$ cat src/rtl/axi_sram_slave_if.sv
// AXI3-subset bus between the CPU-side bridge (master) and the SRAM slave.
// Carries the AR/R/AW/W/B channels, including the ignored lock/cache/prot fields.
interface axi_sram_slave_if;
  logic [3:0]  arid;
  logic [31:0] araddr;
  logic [7:0]  arlen;
  logic [2:0]  arsize;
  logic [1:0]  arburst;
  logic [1:0]  arlock;
  logic [3:0]  arcache;
  logic [2:0]  arprot;
  logic        arvalid;
  logic        arready;

  logic [3:0]  rid;
  logic [31:0] rdata;
  logic [1:0]  rresp;
  logic        rlast;
  logic        rvalid;
  logic        rready;

  logic [3:0]  awid;
  logic [31:0] awaddr;
  logic [7:0]  awlen;
  logic [2:0]  awsize;
  logic [1:0]  awburst;
  logic [1:0]  awlock;
  logic [3:0]  awcache;
  logic [2:0]  awprot;
  logic        awvalid;
  logic        awready;

  logic [3:0]  wid;
  logic [31:0] wdata;
  logic [3:0]  wstrb;
  logic        wlast;
  logic        wvalid;
  logic        wready;

  logic [3:0]  bid;
  logic [1:0]  bresp;
  logic        bvalid;
  logic        bready;

  modport slave (
    input  arid, araddr, arlen, arsize, arburst, arlock, arcache, arprot, arvalid,
    output arready,
    output rid, rdata, rresp, rlast, rvalid,
    input  rready,
    input  awid, awaddr, awlen, awsize, awburst, awlock, awcache, awprot, awvalid,
    output awready,
    input  wid, wdata, wstrb, wlast, wvalid,
    output wready,
    output bid, bresp, bvalid,
    input  bready
  );

  modport master (
    output arid, araddr, arlen, arsize, arburst, arlock, arcache, arprot, arvalid,
    input  arready,
    input  rid, rdata, rresp, rlast, rvalid,
    output rready,
    output awid, awaddr, awlen, awsize, awburst, awlock, awcache, awprot, awvalid,
    input  awready,
    output wid, wdata, wstrb, wlast, wvalid,
    input  wready,
    input  bid, bresp, bvalid,
    output bready
  );
endinterface

$ cat src/rtl/axi_sram_slave.sv
// AXI3-subset slave fronting a single-port synchronous SRAM, one transaction at a time.
// Define AXI_SRAM_SLV_STALL_EN to add LFSR-driven handshake stalls.
module axi_sram_slave #(
  parameter int unsigned ADDR_W = 16,
  parameter logic [31:0] BASE   = 32'h0000_0000
) (
  input  logic              clk,
  input  logic              resetn,
  axi_sram_slave_if.slave   axi,
  output logic              sram_en,
  output logic [3:0]        sram_we,
  output logic [ADDR_W-1:0] sram_addr,
  output logic [31:0]       sram_wdata,
  input  logic [31:0]       sram_rdata
);
  typedef enum logic [2:0] {IDLE, RD_REQ, RD_RESP, WR_DATA, WR_RESP} state_t;

  localparam logic [ADDR_W-1:0] ADDR_ONE = 1;

  state_t            state, state_n;
  logic              ptr_rd, live_q;
  logic [3:0]        id_q, len_q, beat_q;
  logic [ADDR_W-1:0] addr_q;
  logic              fixed_q, dec_q, werr_q, rd_first_q, rv_up, bv_up;
  logic [31:0]       rdata_q;
  logic              stall, last_beat, ar_oor, aw_oor;
  logic              arready_c, awready_c, wready_c, rvalid_c, bvalid_c;
  logic              r_go, w_go;

`ifdef AXI_SRAM_SLV_STALL_EN
  logic [7:0] lfsr;
  always_ff @(posedge clk or negedge resetn) begin
    if (!resetn) lfsr <= 8'hA5;
    else         lfsr <= {lfsr[6:0], lfsr[7] ^ lfsr[5] ^ lfsr[4] ^ lfsr[3]};
  end
  assign stall = (lfsr[1:0] == 2'b00);
`else
  assign stall = 1'b0;
`endif

  assign last_beat = (beat_q == len_q);
  assign ar_oor    = (axi.araddr[31:ADDR_W+2] != BASE[31:ADDR_W+2]);
  assign aw_oor    = (axi.awaddr[31:ADDR_W+2] != BASE[31:ADDR_W+2]);

  always_comb begin
    state_n   = state;
    arready_c = 1'b0;
    awready_c = 1'b0;
    wready_c  = 1'b0;
    rvalid_c  = 1'b0;
    bvalid_c  = 1'b0;
    sram_en   = 1'b0;
    sram_we   = '0;
    case (state)
      IDLE: begin
        // live_q keeps both address channels closed while reset is asserted
        arready_c = live_q & ~stall & axi.arvalid & ~(axi.awvalid & ~ptr_rd);
        awready_c = live_q & ~stall & axi.awvalid & ~(axi.arvalid & ptr_rd);
        if (arready_c)      state_n = RD_REQ;
        else if (awready_c) state_n = WR_DATA;
      end
      RD_REQ: begin
        sram_en = ~dec_q;
        state_n = RD_RESP;
      end
      RD_RESP: begin
        rvalid_c = rv_up | ~stall;
        if (rvalid_c & axi.rready) state_n = last_beat ? IDLE : RD_REQ;
      end
      WR_DATA: begin
        wready_c = ~stall;
        if (wready_c & axi.wvalid) begin
          sram_en = ~dec_q;
          sram_we = dec_q ? 4'b0000 : axi.wstrb;
          if (last_beat) state_n = WR_RESP;
        end
      end
      WR_RESP: begin
        bvalid_c = bv_up | ~stall;
        if (bvalid_c & axi.bready) state_n = IDLE;
      end
      default: state_n = IDLE;
    endcase
  end

  assign r_go = rvalid_c & axi.rready;
  assign w_go = wready_c & axi.wvalid;

  always_ff @(posedge clk or negedge resetn) begin
    if (!resetn) begin
      state      <= IDLE;
      ptr_rd     <= 1'b0;
      live_q     <= 1'b0;
      id_q       <= '0;
      len_q      <= '0;
      beat_q     <= '0;
      addr_q     <= '0;
      fixed_q    <= 1'b0;
      dec_q      <= 1'b0;
      werr_q     <= 1'b0;
      rd_first_q <= 1'b0;
      rv_up      <= 1'b0;
      bv_up      <= 1'b0;
      rdata_q    <= '0;
    end else begin
      state      <= state_n;
      live_q     <= 1'b1;
      rd_first_q <= (state == RD_REQ);
      rv_up      <= rvalid_c & ~axi.rready;
      bv_up      <= bvalid_c & ~axi.bready;
      if (rd_first_q) rdata_q <= sram_rdata;
      if (arready_c) begin
        id_q    <= axi.arid;
        addr_q  <= axi.araddr[ADDR_W+1:2];
        len_q   <= axi.arlen[3:0];
        fixed_q <= (axi.arburst == 2'b00);
        beat_q  <= '0;
        dec_q   <= ar_oor;
        werr_q  <= 1'b0;
        if (axi.awvalid) ptr_rd <= ~ptr_rd;
      end
      if (awready_c) begin
        id_q    <= axi.awid;
        addr_q  <= axi.awaddr[ADDR_W+1:2];
        len_q   <= axi.awlen[3:0];
        fixed_q <= (axi.awburst == 2'b00);
        beat_q  <= '0;
        dec_q   <= aw_oor;
        werr_q  <= 1'b0;
        if (axi.arvalid) ptr_rd <= ~ptr_rd;
      end
      if ((r_go & ~last_beat) | w_go) begin
        beat_q <= beat_q + 4'd1;
        if (!fixed_q) addr_q <= addr_q + ADDR_ONE;
      end
      if (w_go && (axi.wlast != last_beat)) werr_q <= 1'b1;
    end
  end

  assign sram_addr  = addr_q;
  assign sram_wdata = axi.wdata;

  assign axi.arready = arready_c;
  assign axi.awready = awready_c;
  assign axi.wready  = wready_c;
  assign axi.rvalid  = rvalid_c;
  assign axi.rid     = rvalid_c ? id_q : 4'd0;
  assign axi.rresp   = {2{rvalid_c & dec_q}};
  assign axi.rlast   = rvalid_c & last_beat;
  // First response cycle forwards the SRAM output; later cycles hold the captured copy
  assign axi.rdata   = (rvalid_c & ~dec_q) ? (rd_first_q ? sram_rdata : rdata_q) : 32'd0;
  assign axi.bvalid  = bvalid_c;
  assign axi.bid     = bvalid_c ? id_q : 4'd0;
  assign axi.bresp   = !bvalid_c ? 2'b00 : dec_q ? 2'b11 : werr_q ? 2'b10 : 2'b00;

  logic unused_ok;
  assign unused_ok = ^{axi.arlen[7:4], axi.awlen[7:4], axi.arsize, axi.awsize,
                       axi.araddr[1:0], axi.awaddr[1:0], axi.wid,
                       axi.arlock, axi.arcache, axi.arprot,
                       axi.awlock, axi.awcache, axi.awprot};
endmodule
$ cat src/flat_wrapper.sv
// flat-port wrapper written by rule: the top's interface ports become plain ports
module axi_sram_slave_flat 
#(
  parameter int unsigned ADDR_W = 16,
  parameter logic [31:0] BASE   = 32'h0000_0000
)
  (clk, resetn, sram_en, sram_we, sram_addr, sram_wdata, sram_rdata, axi_arid, axi_araddr, axi_arlen, axi_arsize, axi_arburst, axi_arlock, axi_arcache, axi_arprot, axi_arvalid, axi_arready, axi_rid, axi_rdata, axi_rresp, axi_rlast, axi_rvalid, axi_rready, axi_awid, axi_awaddr, axi_awlen, axi_awsize, axi_awburst, axi_awlock, axi_awcache, axi_awprot, axi_awvalid, axi_awready, axi_wid, axi_wdata, axi_wstrb, axi_wlast, axi_wvalid, axi_wready, axi_bid, axi_bresp, axi_bvalid, axi_bready);
  axi_sram_slave_if axi_i ();
  input  logic clk;
  input  logic resetn;
  output logic sram_en;
  output logic [3:0] sram_we;
  output logic [ADDR_W-1:0] sram_addr;
  output logic [31:0] sram_wdata;
  input  logic [31:0] sram_rdata;
  input wire logic [$bits(axi_i.arid)-1:0] axi_arid;
  input wire logic [$bits(axi_i.araddr)-1:0] axi_araddr;
  input wire logic [$bits(axi_i.arlen)-1:0] axi_arlen;
  input wire logic [$bits(axi_i.arsize)-1:0] axi_arsize;
  input wire logic [$bits(axi_i.arburst)-1:0] axi_arburst;
  input wire logic [$bits(axi_i.arlock)-1:0] axi_arlock;
  input wire logic [$bits(axi_i.arcache)-1:0] axi_arcache;
  input wire logic [$bits(axi_i.arprot)-1:0] axi_arprot;
  input wire logic [$bits(axi_i.arvalid)-1:0] axi_arvalid;
  output wire logic [$bits(axi_i.arready)-1:0] axi_arready;
  output wire logic [$bits(axi_i.rid)-1:0] axi_rid;
  output wire logic [$bits(axi_i.rdata)-1:0] axi_rdata;
  output wire logic [$bits(axi_i.rresp)-1:0] axi_rresp;
  output wire logic [$bits(axi_i.rlast)-1:0] axi_rlast;
  output wire logic [$bits(axi_i.rvalid)-1:0] axi_rvalid;
  input wire logic [$bits(axi_i.rready)-1:0] axi_rready;
  input wire logic [$bits(axi_i.awid)-1:0] axi_awid;
  input wire logic [$bits(axi_i.awaddr)-1:0] axi_awaddr;
  input wire logic [$bits(axi_i.awlen)-1:0] axi_awlen;
  input wire logic [$bits(axi_i.awsize)-1:0] axi_awsize;
  input wire logic [$bits(axi_i.awburst)-1:0] axi_awburst;
  input wire logic [$bits(axi_i.awlock)-1:0] axi_awlock;
  input wire logic [$bits(axi_i.awcache)-1:0] axi_awcache;
  input wire logic [$bits(axi_i.awprot)-1:0] axi_awprot;
  input wire logic [$bits(axi_i.awvalid)-1:0] axi_awvalid;
  output wire logic [$bits(axi_i.awready)-1:0] axi_awready;
  input wire logic [$bits(axi_i.wid)-1:0] axi_wid;
  input wire logic [$bits(axi_i.wdata)-1:0] axi_wdata;
  input wire logic [$bits(axi_i.wstrb)-1:0] axi_wstrb;
  input wire logic [$bits(axi_i.wlast)-1:0] axi_wlast;
  input wire logic [$bits(axi_i.wvalid)-1:0] axi_wvalid;
  output wire logic [$bits(axi_i.wready)-1:0] axi_wready;
  output wire logic [$bits(axi_i.bid)-1:0] axi_bid;
  output wire logic [$bits(axi_i.bresp)-1:0] axi_bresp;
  output wire logic [$bits(axi_i.bvalid)-1:0] axi_bvalid;
  input wire logic [$bits(axi_i.bready)-1:0] axi_bready;
  assign axi_i.arid = axi_arid;
  assign axi_i.araddr = axi_araddr;
  assign axi_i.arlen = axi_arlen;
  assign axi_i.arsize = axi_arsize;
  assign axi_i.arburst = axi_arburst;
  assign axi_i.arlock = axi_arlock;
  assign axi_i.arcache = axi_arcache;
  assign axi_i.arprot = axi_arprot;
  assign axi_i.arvalid = axi_arvalid;
  assign axi_arready = axi_i.arready;
  assign axi_rid = axi_i.rid;
  assign axi_rdata = axi_i.rdata;
  assign axi_rresp = axi_i.rresp;
  assign axi_rlast = axi_i.rlast;
  assign axi_rvalid = axi_i.rvalid;
  assign axi_i.rready = axi_rready;
  assign axi_i.awid = axi_awid;
  assign axi_i.awaddr = axi_awaddr;
  assign axi_i.awlen = axi_awlen;
  assign axi_i.awsize = axi_awsize;
  assign axi_i.awburst = axi_awburst;
  assign axi_i.awlock = axi_awlock;
  assign axi_i.awcache = axi_awcache;
  assign axi_i.awprot = axi_awprot;
  assign axi_i.awvalid = axi_awvalid;
  assign axi_awready = axi_i.awready;
  assign axi_i.wid = axi_wid;
  assign axi_i.wdata = axi_wdata;
  assign axi_i.wstrb = axi_wstrb;
  assign axi_i.wlast = axi_wlast;
  assign axi_i.wvalid = axi_wvalid;
  assign axi_wready = axi_i.wready;
  assign axi_bid = axi_i.bid;
  assign axi_bresp = axi_i.bresp;
  assign axi_bvalid = axi_i.bvalid;
  assign axi_i.bready = axi_bready;
  axi_sram_slave #(.ADDR_W(ADDR_W), .BASE(BASE)) u_core (.clk(clk), .resetn(resetn), .axi(axi_i), .sram_en(sram_en), .sram_we(sram_we), .sram_addr(sram_addr), .sram_wdata(sram_wdata), .sram_rdata(sram_rdata));
endmodule
$ cat config.mk
export PLATFORM = sky130hd
export DESIGN_NAME = axi_sram_slave_flat
export DESIGN_NICKNAME = d
export VERILOG_FILES = /design/src/rtl/axi_sram_slave_if.sv /design/src/rtl/axi_sram_slave.sv /design/src/flat_wrapper.sv
export SDC_FILE = /design/constraint.sdc
export NUM_CORES = 1
export LEC_CHECK = 0
export ABC_AREA = 1
export BUFFER_PORTS_ARGS = -buffer_cell sky130_fd_sc_hd__buf_2
export CAP_MARGIN = 5
export CORE_AREA = 2 2 116 118
export CTS_BUF_LIST = sky130_fd_sc_hd__clkbuf_8
export DETAILED_ROUTE_END_ITERATION = 6
export DIE_AREA = 0 0 118 120
export HOLD_SLACK_MARGIN = 0.15
export PLACE_DENSITY_LB_ADDON = 0.3
export SLEW_MARGIN = 25
export SYNTH_ARGS = -nofsm -noshare
export SYNTH_HDL_FRONTEND = slang
export SYNTH_SLANG_ARGS = --single-unit
$ cat constraint.sdc
create_clock -name clk -period 2.7 [get_ports clk]
set_input_delay 0.675 -clock clk [delete_from_list [all_inputs] [get_ports clk]]
set_output_delay 0.675 -clock clk [all_outputs]
set_load 0.02 [all_outputs]
==> results.md, run 1 <==
- Clock Latency Late Sink: ~0.34 ns
- # fillers: 1431
- Fmax: 0.4147 GHz
- # diodes: 0
- Post-synth EDFFs: 0
- WL final: approximately 11 mm
- Starting DRT DRC Count: roughly 210
- Max-slew headroom: 64.20%
- ANT nets after route: 0
- Largest net degree at the start of global routing: 70
- Worst Setup SP: u_core.state[2]
- HPWL after DPL: around 8.4 mm
- H-Tree Depth: 3
- Post-Syn Area: 0.004453 mm²
- VDD IR max: between 300 and 400 µV
- Initial antenna violation count: 0
- Core area: ~0.013 mm²
- Maxcap violations: 0
- CTS tree: done
- Tcrit/Tclk final: approximately 89%
- Post-CTS Repair Setup Buffers: 0
- Post-CTS sizing: 0
- Hold Violations, Final: 0
- Clk pin slew, worst setup/hold paths: 0.08 ns
- Worst Path Max Fanout: 32
- Fin util: ~43%
- Worst setup SP type: flip-flop
- Synth Warn #: 0
- Gr usage total: ~16%
- Global-route wire length before repair: ~19 mm
- Hold WC Path Type: in -> async
- Area Overhead vs Synth: 25.12%
- Synth cell types: 31
- Final min period: around 2.4 ns
- Ys async rst share: 100.0%
- Initial cell density of the core: 34.31%
- Worst path required time: 2.03 ns
- Die Area: ~0.014 mm²
- Final RePlAce weighted congestion: 0.8514
- Critical path class: reg -> out
- Num CTS Buffers: 9
- DR pass1 iterations: 7
- I/O Buffers: 194
- Lkg Pwr: roughly 3.2 nW
- Die W: 118 µm
- Register area share after synthesis: between 30 and 40%
- Root buf cell: clkbuf_8
- Crit path capture type: primary output
- I/O Pins: about 300
- Vias: about 4400
- DRC viols: 0
- Nets@finish: approximately 1000
- WL/cell: between 10 and 15 µm
- GRT Residual Overflow: 0
- Least-Margin Pin Slew: roughly 0.53 ns
- Avg Cell Area, Syn: between 6 and 7 µm²
- Vias per cell: ~4.4
- Share of cells above drive strength 1: between 20% and 30%
- Final setup violation count: 0
- Slew Limit Fails: 0
- Power per standard cell area: approximately 1000 mW/mm²
- Most used DFF post-synth: dfrtp_1
- Outcome: finished, final reports clean
- Die Y: between 100 and 150 µm
- Seq cells post-synth: approximately 70
- CTS sink count: 69
- Worst r2r src: u_core.state[2]
- CTS Buffer Depth: 2
- Setup TNS: 0 ns
- Syn nets: 860
- Vias in the first global route: between 3000 and 4000
- RSZ-0062 raised after global routing: no
- Final Skew: approximately 0.0086 ns
- Mapped Cells: around 660
- Critical Path AT: 1.74 ns
- Hold_buf cts: 0
- FP Rows: 42
[cells in the final DEF, fill, tap and decap left out, types with 2 or more instances in the layout]
cell	synthesis	layout
clkbuf_8	0	10
inv_1	119	119
o21ai_0	61	61
nor3_1	2	2
clkinv_2	0	2
nor2_2	5	5
ha_1	3	3
bufinv_16	0	2
xor2_1	11	11
nand2_4	2	2
o211ai_1	9	9
buf_2	3	193
dfrtp_1	69	69
inv_2	5	5
a21oi_1	2	2
nor2_4	2	2
buf_4	36	6
nand2_2	2	2
nand4_1	8	8
nor4_1	2	2
nand3_1	36	36
nor2_1	78	78
nand2_1	182	182
[report_power, final]
part	internal, mW	switching, mW
Clock	0.544	0.407
Sequential	1.52	0.307
Combinational	0.960	1.93
Total	3.03	2.64
[metal layers]
metal | up-vias | track usage (%) | part of all wire, %
met4 | 0 | 4.292 | 0.89
met5 | - | 0 | 0
li1 | 2278 | - | -
met2 | 160 | 27.54 | 47
met3 | 12 | 4.515 | 7.3
met1 | 1912 | 20.52 | 45
[worst max-delay path: stages (launching register included)]
cell	delay, ns
dfrtp_1	0.45
nor3_4	0.28
nand2_1	0.08
buf_4	0.25
nor2_1	0.14
buf_2	0.18
[final timing paths]
| check | end | slack, ns | cells past startpoint |
|---|---|---|---|
| setup reg to reg | u_core.beat_q[3] | 0.88 | 9 |
| hold / removal | u_core.rdata_q[16] | 0.26 | 1 |
| hold reg to reg | u_core.rdata_q[18] | 0.49 | 2 |
| min in group clk | u_core.rdata_q[18] | 0.49 | 2 |
| setup / recovery | axi_rdata[15] | 0.29 | 5 |
| max in group asynchronous | u_core.id_q[1] | 1.89 | 2 |
[sequential cells by signal (all words and copies together) (netlist names)]
name               cells
u_core.beat_q          4
u_core.dec_q           1
u_core.fixed_q         1
u_core.id_q            4
u_core.len_q           4
u_core.live_q          1
u_core.ptr_rd          1
u_core.rd_first_q      1
u_core.rdata_q        32
u_core.sram_addr      16
u_core.state           3
u_core.werr_q          1
[synth_stat cells (3+ instances only)]
library cell	count	area share [%]
buf_2	3	0.34
buf_4	36	6.1
clkbuf_1	13	1.1
dfrtp_1	69	39
ha_1	3	0.84
inv_1	119	10
inv_2	5	0.42
nand2_1	182	15
nand3_1	36	4.0
nand4_1	8	1.1
nor2_1	78	6.6
nor2_2	5	0.70
o211ai_1	9	1.5
o21ai_0	61	6.9
xor2_1	11	2.2
[stage by stage]
step	cell area [µm²]	cells	hold WS, ns	setup WS, ns	power, mW
after floorplan	4453	661	0.3794	0.5482	3.995
after global placement	5328	982	0.4774	0.5069	4.733
after detailed placement	5328	982	0.4805	0.4878	4.763
after CTS	5552	998	0.4909	0.2335	5.754
after global routing	5572	999	0.2667	0.1026	6.240
final	5572	999	0.2573	0.2887	5.669
[cell type report]
class | instances | area (µm²) | share of cell area (%)
Tap cell | 176 | 220.2 | 3.952
Sequential cell | 69 | 1727 | 30.99
Inverter | 125 | 469.2 | 8.421
Clock buffer | 10 | 137.6 | 2.470
Clock inverter | 6 | 86.33 | 1.550
Timing Repair Buffer | 200 | 1031 | 18.50
Multi-Input combinational cell | 413 | 1901 | 34.11
[cells by family (layout without fill, tap and decap cells)]
| kind of cell | after synthesis | count (layout) | share of synthesized area [%] |
|---|---|---|---|
| AOI/OAI and AO/OA | 74 | 74 | 8.935 |
| xor gates and xnor gates | 12 | 12 | 2.360 |
| and+or+nand+nor | 323 | 323 | 30.46 |
| adders and majority gates | 3 | 3 | 0.8430 |
| buffers and inverters | 179 | 341 | 18.54 |
| other | 1 | 1 | 0.08421 |
| DFF | 69 | 69 | 38.78 |
No activity file was read; power rests on OpenSTA's default activity.
==> inputs of run 2 (changes only) <==
- GPL_TIMING_DRIVEN: not set -> 0
==> run 2 against run 1 <==
Net effect:
- sequential share of layout area down 2.6 points
- clock skew grew 0.0032 ns
- critical path depth grew 1
- register-to-register slack improved by 0.02 ns
- clock-buffer cell count stayed put
- clock power increased by 8%
- worst hold slack improved by 0.023 ns
- combinational power up 8.0%
- die area stayed put
- core utilization up 4.0 points
- sequential power about the same
- critical endpoint is now axi_awready
- largest power group unchanged
==> results.md, run 2 (same netlist as run 1, synthesis figures left out) <==
- Initial cell density of the core: 34.31% (unchanged)
- Global-route track usage on met2: 30.78% (+3.2 points)
- H-Tree Depth: 3 (unchanged)
- Max FFs per register: 32 (unchanged)
- CTS Buffer Depth: 2 (unchanged)
- # diodes: 0 (unchanged)
- Crit path capture type: primary output
- VDD IR max: 456.5 µV (+17%)
- WL final: 12.46 mm (+9.5%)
- Final Skew: 0.01181 ns (+0.003172 ns)
- FP Rows: 42 (unchanged)
- Post-CTS sizing: 1 (+1)
- Most common cell after layout, fill and taps aside: buf_2
- Vias in the first global route: 4380 (+10%)
- I/O Buffers: 226 (+16%)
- WL/cell: 11.54 µm (+1.2%)
- Lkg Pwr: 3.587 nW (+11%)
- Setup TNS: 0 ns (unchanged)
- GR peak layer: met2
- Worst path required time: 2.03 ns (about the same)
- Hold WC Path Type: in -> async
- Hold_buf cts: 0 (unchanged)
- Post-CTS Repair Setup Buffers: 0 (unchanged)
- RSZ-0062 raised after global routing: no
- I/O Pins: 299 (unchanged)
- DR pass1 iterations: 5 (-2)
- Hold Violations, Final: 0 (unchanged)
- GRT Residual Overflow: 0 (unchanged)
- Global-route wire length before repair: 20.05 mm (+7.3%)
- Tcrit/Tclk final: 93.89% (+4.6 points)
- CTS tree: done
- ANT nets after route: 0 (unchanged)
- Worst Path Max Fanout: 10 (-69%)
- Nets@finish: 1098 (+8.0%)
- Area Overhead vs Synth: 36.67%
- Maxcap violations: 0 (unchanged)
- Clock Latency Late Sink: 0.35 ns (about the same)
- Vias per cell: 4.339 (-0.63%)
- Gr usage total: 17.47% (+1.2 points)
- Vias: 4686 (+7.4%)
- Power per standard cell area: 982.1 mW/mm² (-3.5%)
- Worst Setup SP: u_core.state[2]
- Die Area: 0.01416 mm² (unchanged)
- Num CTS Buffers: 9 (unchanged)
- Worst r2r src: u_core.ptr_rd
- Starting DRT DRC Count: 157 (-26%)
- Share of cells above drive strength 1: 34.18% (+5.6 points)
- Core area: 0.01298 mm² (unchanged)
- GR met3 Demand/Resource: 3.992% (-0.52 points)
- Final RePlAce weighted congestion: 0.8593 (+0.93%)
- Critical Path AT: 1.86 ns (+0.12 ns)
- Critical path class: reg -> out
- Clk pin slew, worst setup/hold paths: 0.07 ns (about the same)
- Fin worst setup slack: 0.1649 ns (-0.1239 ns)
- Die Y: 120 µm (unchanged)
- Leading cell types in the layout, fill and taps excluded: 227 x buf_2, 181 x nand2_1, 121 x inv_1
- Reg2reg path depth: 10 (+1)
- HPWL after DPL: 9.966 mm (+18%)
- Root buf cell: clkbuf_8
- Place WS: 0.1438 ns (-0.3440 ns)
- Initial antenna violation count: 0 (unchanged)
- Worst setup SP type: flip-flop
- Outcome: finished, final reports clean
- CTS sink count: 69 (unchanged)
- R2R Setup Slk: 0.90 ns (+0.02 ns)
- Slew Limit Fails: 0 (unchanged)
- DRC viols: 0 (unchanged)
- Critical Path Sink: axi_awready
- Reg with most FFs: u_core.rdata_q
- Final min period: 2.535 ns (+0.1239 ns)
- Met1 GRT Util: 21.49% (+0.97 points)
- Final setup violation count: 0 (unchanged)
- RR Endpoint: u_core.fixed_q
- Die W: 118 µm (unchanged)
- Largest net degree at the start of global routing: 36 (-49%)
- Fmax: 0.3945 GHz (-4.9%)
run 2: layout make-up:
class	count	area, µm²
clock inverters	6	102.6
clock buffers	10	137.6
repair buffers	227	1154
multi-input cells	413	1908
well taps	176	220.2
inverters	125	469.2
fillers	1390	6894
plain buffers	54	367.9
flip-flops and latches	69	1727
run 2: worst min-delay path by stage:
stage                       start                  to  slack (ns)
2_1_floorplan              resetn    u_core.beat_q[0]        0.38
3_3_place_gp    u_core.rdata_q[9]   u_core.rdata_q[9]        0.48
3_5_place_dp   u_core.rdata_q[25]  u_core.rdata_q[25]        0.48
4_1_cts                    resetn  u_core.rdata_q[23]        0.28
5_1_grt                    resetn  u_core.rdata_q[25]        0.30
6_report                   resetn  u_core.rdata_q[13]        0.28
run 2: layer usage:
metal | routed length (µm) | vias to the layer above
met3 | 919 | 9
li1 | - | 2442
met5 | 0 | -
met2 | 5989 | 192
met4 | 112 | 0
met1 | 5436 | 2043
run 2: through the flow:
step | util [%] | cells | power, mW | area [µm²] | hold WS [ns]
final | 46.89 | 1080 | 5.977 | 6086 | 0.2804
after global routing | 46.89 | 1080 | 6.518 | 6086 | 0.3041
after CTS | 46.75 | 1080 | 6.046 | 6068 | 0.2800
after detailed placement | 44.89 | 1064 | 4.981 | 5827 | 0.4805
after global placement | 44.72 | 1063 | 4.927 | 5804 | 0.4765
after floorplan | - | 661 | 3.995 | 4453 | 0.3794
run 2: where the power goes:
part           total, mW  switching [mW]  internal (mW)
registers           1.83           0.306           1.52
logic               3.12            2.05           1.07
clock network       1.03           0.395          0.631
run 2: critical path, stage by stage (launching register included):
cell      delay [ns]
dfrtp_1         0.45
inv_2           0.10
nand3_2         0.15
nor2_4          0.19
clkbuf_4        0.24
buf_4           0.21
buf_2           0.18
==> inputs of run 3 (changes only) <==
- CAP_MARGIN: 5 -> 20
- PLACE_DENSITY: not set -> 0.77
- PLACE_DENSITY_LB_ADDON: 0.3 -> not set
==> run 3 against run 2 <==
Net effect:
- sequential power about the same
- worst hold slack got worse by 0.021 ns
- flip-flop and latch count unchanged
- via count increased by 0.68%
- fmax decreased by 2.0%
- worst setup slack got worse by 0.052 ns
- total power decreased by 2.9%
- final cell count about the same
- largest cell class unchanged
==> results.md, run 3 (same netlist as run 1, synthesis figures left out) <==
- Outcome: finished, final reports clean
- Worst path required time: 2.03 ns (about the same)
- CTS tree: done
- DR pass1 iterations: 5 (unchanged)
- Leading cell types in the layout, fill and taps excluded: 228 x buf_2, 182 x nand2_1, 122 x inv_1
- Critical path class: reg -> out
- Fin util: 46.47% (-0.41 points)
- Root buf cell: clkbuf_8
- Hold Violations, Final: 0 (unchanged)
- Gr usage total: 18.02% (+0.55 points)
- Core area: 0.01298 mm² (unchanged)
- Post-CTS Repair Setup Buffers: 0 (unchanged)
- Largest net degree at the start of global routing: 40 (+11%)
- Final setup violation count: 0 (unchanged)
- FP Rows: 42 (unchanged)
- GRT Residual Overflow: 0 (unchanged)
- Area Overhead vs Synth: 35.46%
- Part of the power in registers: 31.8% (+1.2 points)
- Clock Latency Late Sink: 0.34 ns (about the same)
- Final min period: 2.587 ns (+0.05158 ns)
- Crit path capture type: primary output
- Die Y: 120 µm (unchanged)
- CTS sink count: 69 (unchanged)
- Lkg Pwr: 3.568 nW (-0.53%)
- Die W: 118 µm (unchanged)
- Slew Limit Fails: 0 (unchanged)
- Clock share of power: 14.4% (-2.8 points)
- DRC viols: 0 (unchanged)
- HPWL after DPL: 10.09 mm (+1.2%)
- Critical Path AT: 1.91 ns (+0.05 ns)
- Crit path max-delay family: buffers and inverters
- Worst setup SP type: flip-flop
- I/O Pins: 299 (unchanged)
- ANT nets after route: 0 (unchanged)
- WL final: 12.63 mm (+1.4%)
- Nets@finish: 1098 (unchanged)
- Net Sw Frac: 47.34% (+1.3 points)
- Share of cells above drive strength 1: 34.00% (-0.18 points)
- Slowest cell on crit path: dfrtp_1
- Worst path max stage delay: 0.45 ns (about the same)
- CTS Buffer Depth: 2 (unchanged)
- Clk pin slew, worst setup/hold paths: 0.07 ns (about the same)
- Maxcap violations: 0 (unchanged)
- Fin worst setup slack: 0.1133 ns (-0.05158 ns)
- VDD IR max: 457.2 µV (+0.16%)
- Starting DRT DRC Count: 175 (+11%)
- Most common cell after layout, fill and taps aside: buf_2
- Global-route wire length before repair: 20.72 mm (+3.3%)
- P_sw: 2.746 mW (-0.24%)
- RSZ-0062 raised after global routing: yes
- Worst Path Max Fanout: 10 (unchanged)
- Vias per cell: 4.373 (+0.78%)
- # diodes: 0 (unchanged)
- Vias: 4718 (+0.68%)
- Cell Int Power: 3.055 mW (-5.3%)
- Final non-filler cell area: 0.006032 mm² (-0.88%)
- Buffers and inverters on the worst path: 4 (unchanged)
- Gate power share: 53.9% (+1.7 points)
- Reg with most FFs: u_core.rdata_q
- Hold WC Path Type: in -> async
- Die Area: 0.01416 mm² (unchanged)
- Max FFs per register: 32 (unchanged)
- Setup TNS: 0 ns (unchanged)
- I/O Buffers: 226 (unchanged)
- Tcrit/Tclk final: 95.80% (+1.9 points)
- Final RePlAce weighted congestion: 0.8620 (+0.31%)
- Hold Slack: 0.2591 ns (-0.02122 ns)
- Vias in the first global route: 4417 (+0.84%)
- H-Tree Depth: 3 (unchanged)
- Cell Area, Placed: 0.005827 mm² (unchanged)
- Initial cell density of the core: 34.31% (unchanged)
- Worst-path cell chain: inv_2 -> nand3_2 -> nor2_2 -> clkbuf_4 -> buf_4 -> buf_2
- Initial antenna violation count: 1 (+1)
- Hold_buf cts: 0 (unchanged)
- Place WS: 0.1346 ns (-0.009238 ns)
- Fmax: 0.3866 GHz (-2.0%)
- Final Skew: 0.01014 ns (-0.001670 ns)
- Power per standard cell area: 961.6 mW/mm² (-2.1%)
- WL/cell: 11.71 µm (+1.5%)
- Num CTS Buffers: 9 (unchanged)
-- run 3: cell types whose count changed in the layout (fill, tap and decap cells not counted), sizes merged --
| cell | change |
|---|---|
| clkinv | -1 |
| bufinv | -2 |
| inv | +1 |
| buf | +1 |
-- run 3: cell type report --
class,instances,area (µm²)
plain buffers,54,369.1
clock buffers,11,151.4
clock inverters,4,41.29
fillers,1356,6948
inverters,125,469.2
multi-input cells,413,1901
flip-flops and latches,69,1727
well taps,176,220.2
repair buffers,227,1154
-- run 3: routing by layer --
| metal | vias up | GRT usage, % | wire, µm |
|---|---|---|---|
| met3 | 9 | 4.183 | 910 |
| met1 | 2085 | 22.35 | 5460 |
| met2 | 179 | 31.58 | 6174 |
| li1 | 2443 | - | - |
| met5 | - | 0 | 10 |
| met4 | 2 | 4.669 | 78 |
-- run 3: timing repair --
action	4_1_cts	5_1_grt
endpoints found under the setup margin	2	26
gates resized for setup	1	16
pin swaps	0	0
gates cloned	0	0
-- run 3: worst paths after layout --
| kind | slack, ns | cells past startpoint | end | from |
|---|---|---|---|---|
| max in group asynchronous | 1.89 | 2 | u_core.sram_addr[7] | resetn |
| max | 0.11 | 6 | axi_awready | u_core.state[2] |
| max reg2reg | 0.87 | 12 | u_core.sram_addr[5] | u_core.ptr_rd |
| min reg2reg | 0.49 | 2 | u_core.rdata_q[16] | u_core.rdata_q[16] |
| min | 0.26 | 1 | u_core.rdata_q[9] | resetn |
| min in group clk | 0.49 | 2 | u_core.rdata_q[16] | u_core.rdata_q[16] |
-- run 3: per-stage QoR --
step / cells / power (mW)
after global placement: 1063 / 4.918
after CTS: 1079 / 5.868
after detailed placement: 1064 / 4.995
final: 1079 / 5.800
after floorplan: 661 / 3.995
after global routing: 1079 / 6.354
-- run 3: power by group through the flow --
stage | Sequential [mW] | Clock, mW | Combinational (mW)
2_1_floorplan | 1.92 | 0 | 2.08
3_3_place_gp | 1.84 | 0 | 3.08
3_5_place_dp | 1.86 | 0 | 3.14
4_1_cts | 1.84 | 0.871 | 3.16
5_1_grt | 1.91 | 0.912 | 3.53
6_report | 1.84 | 0.832 | 3.12
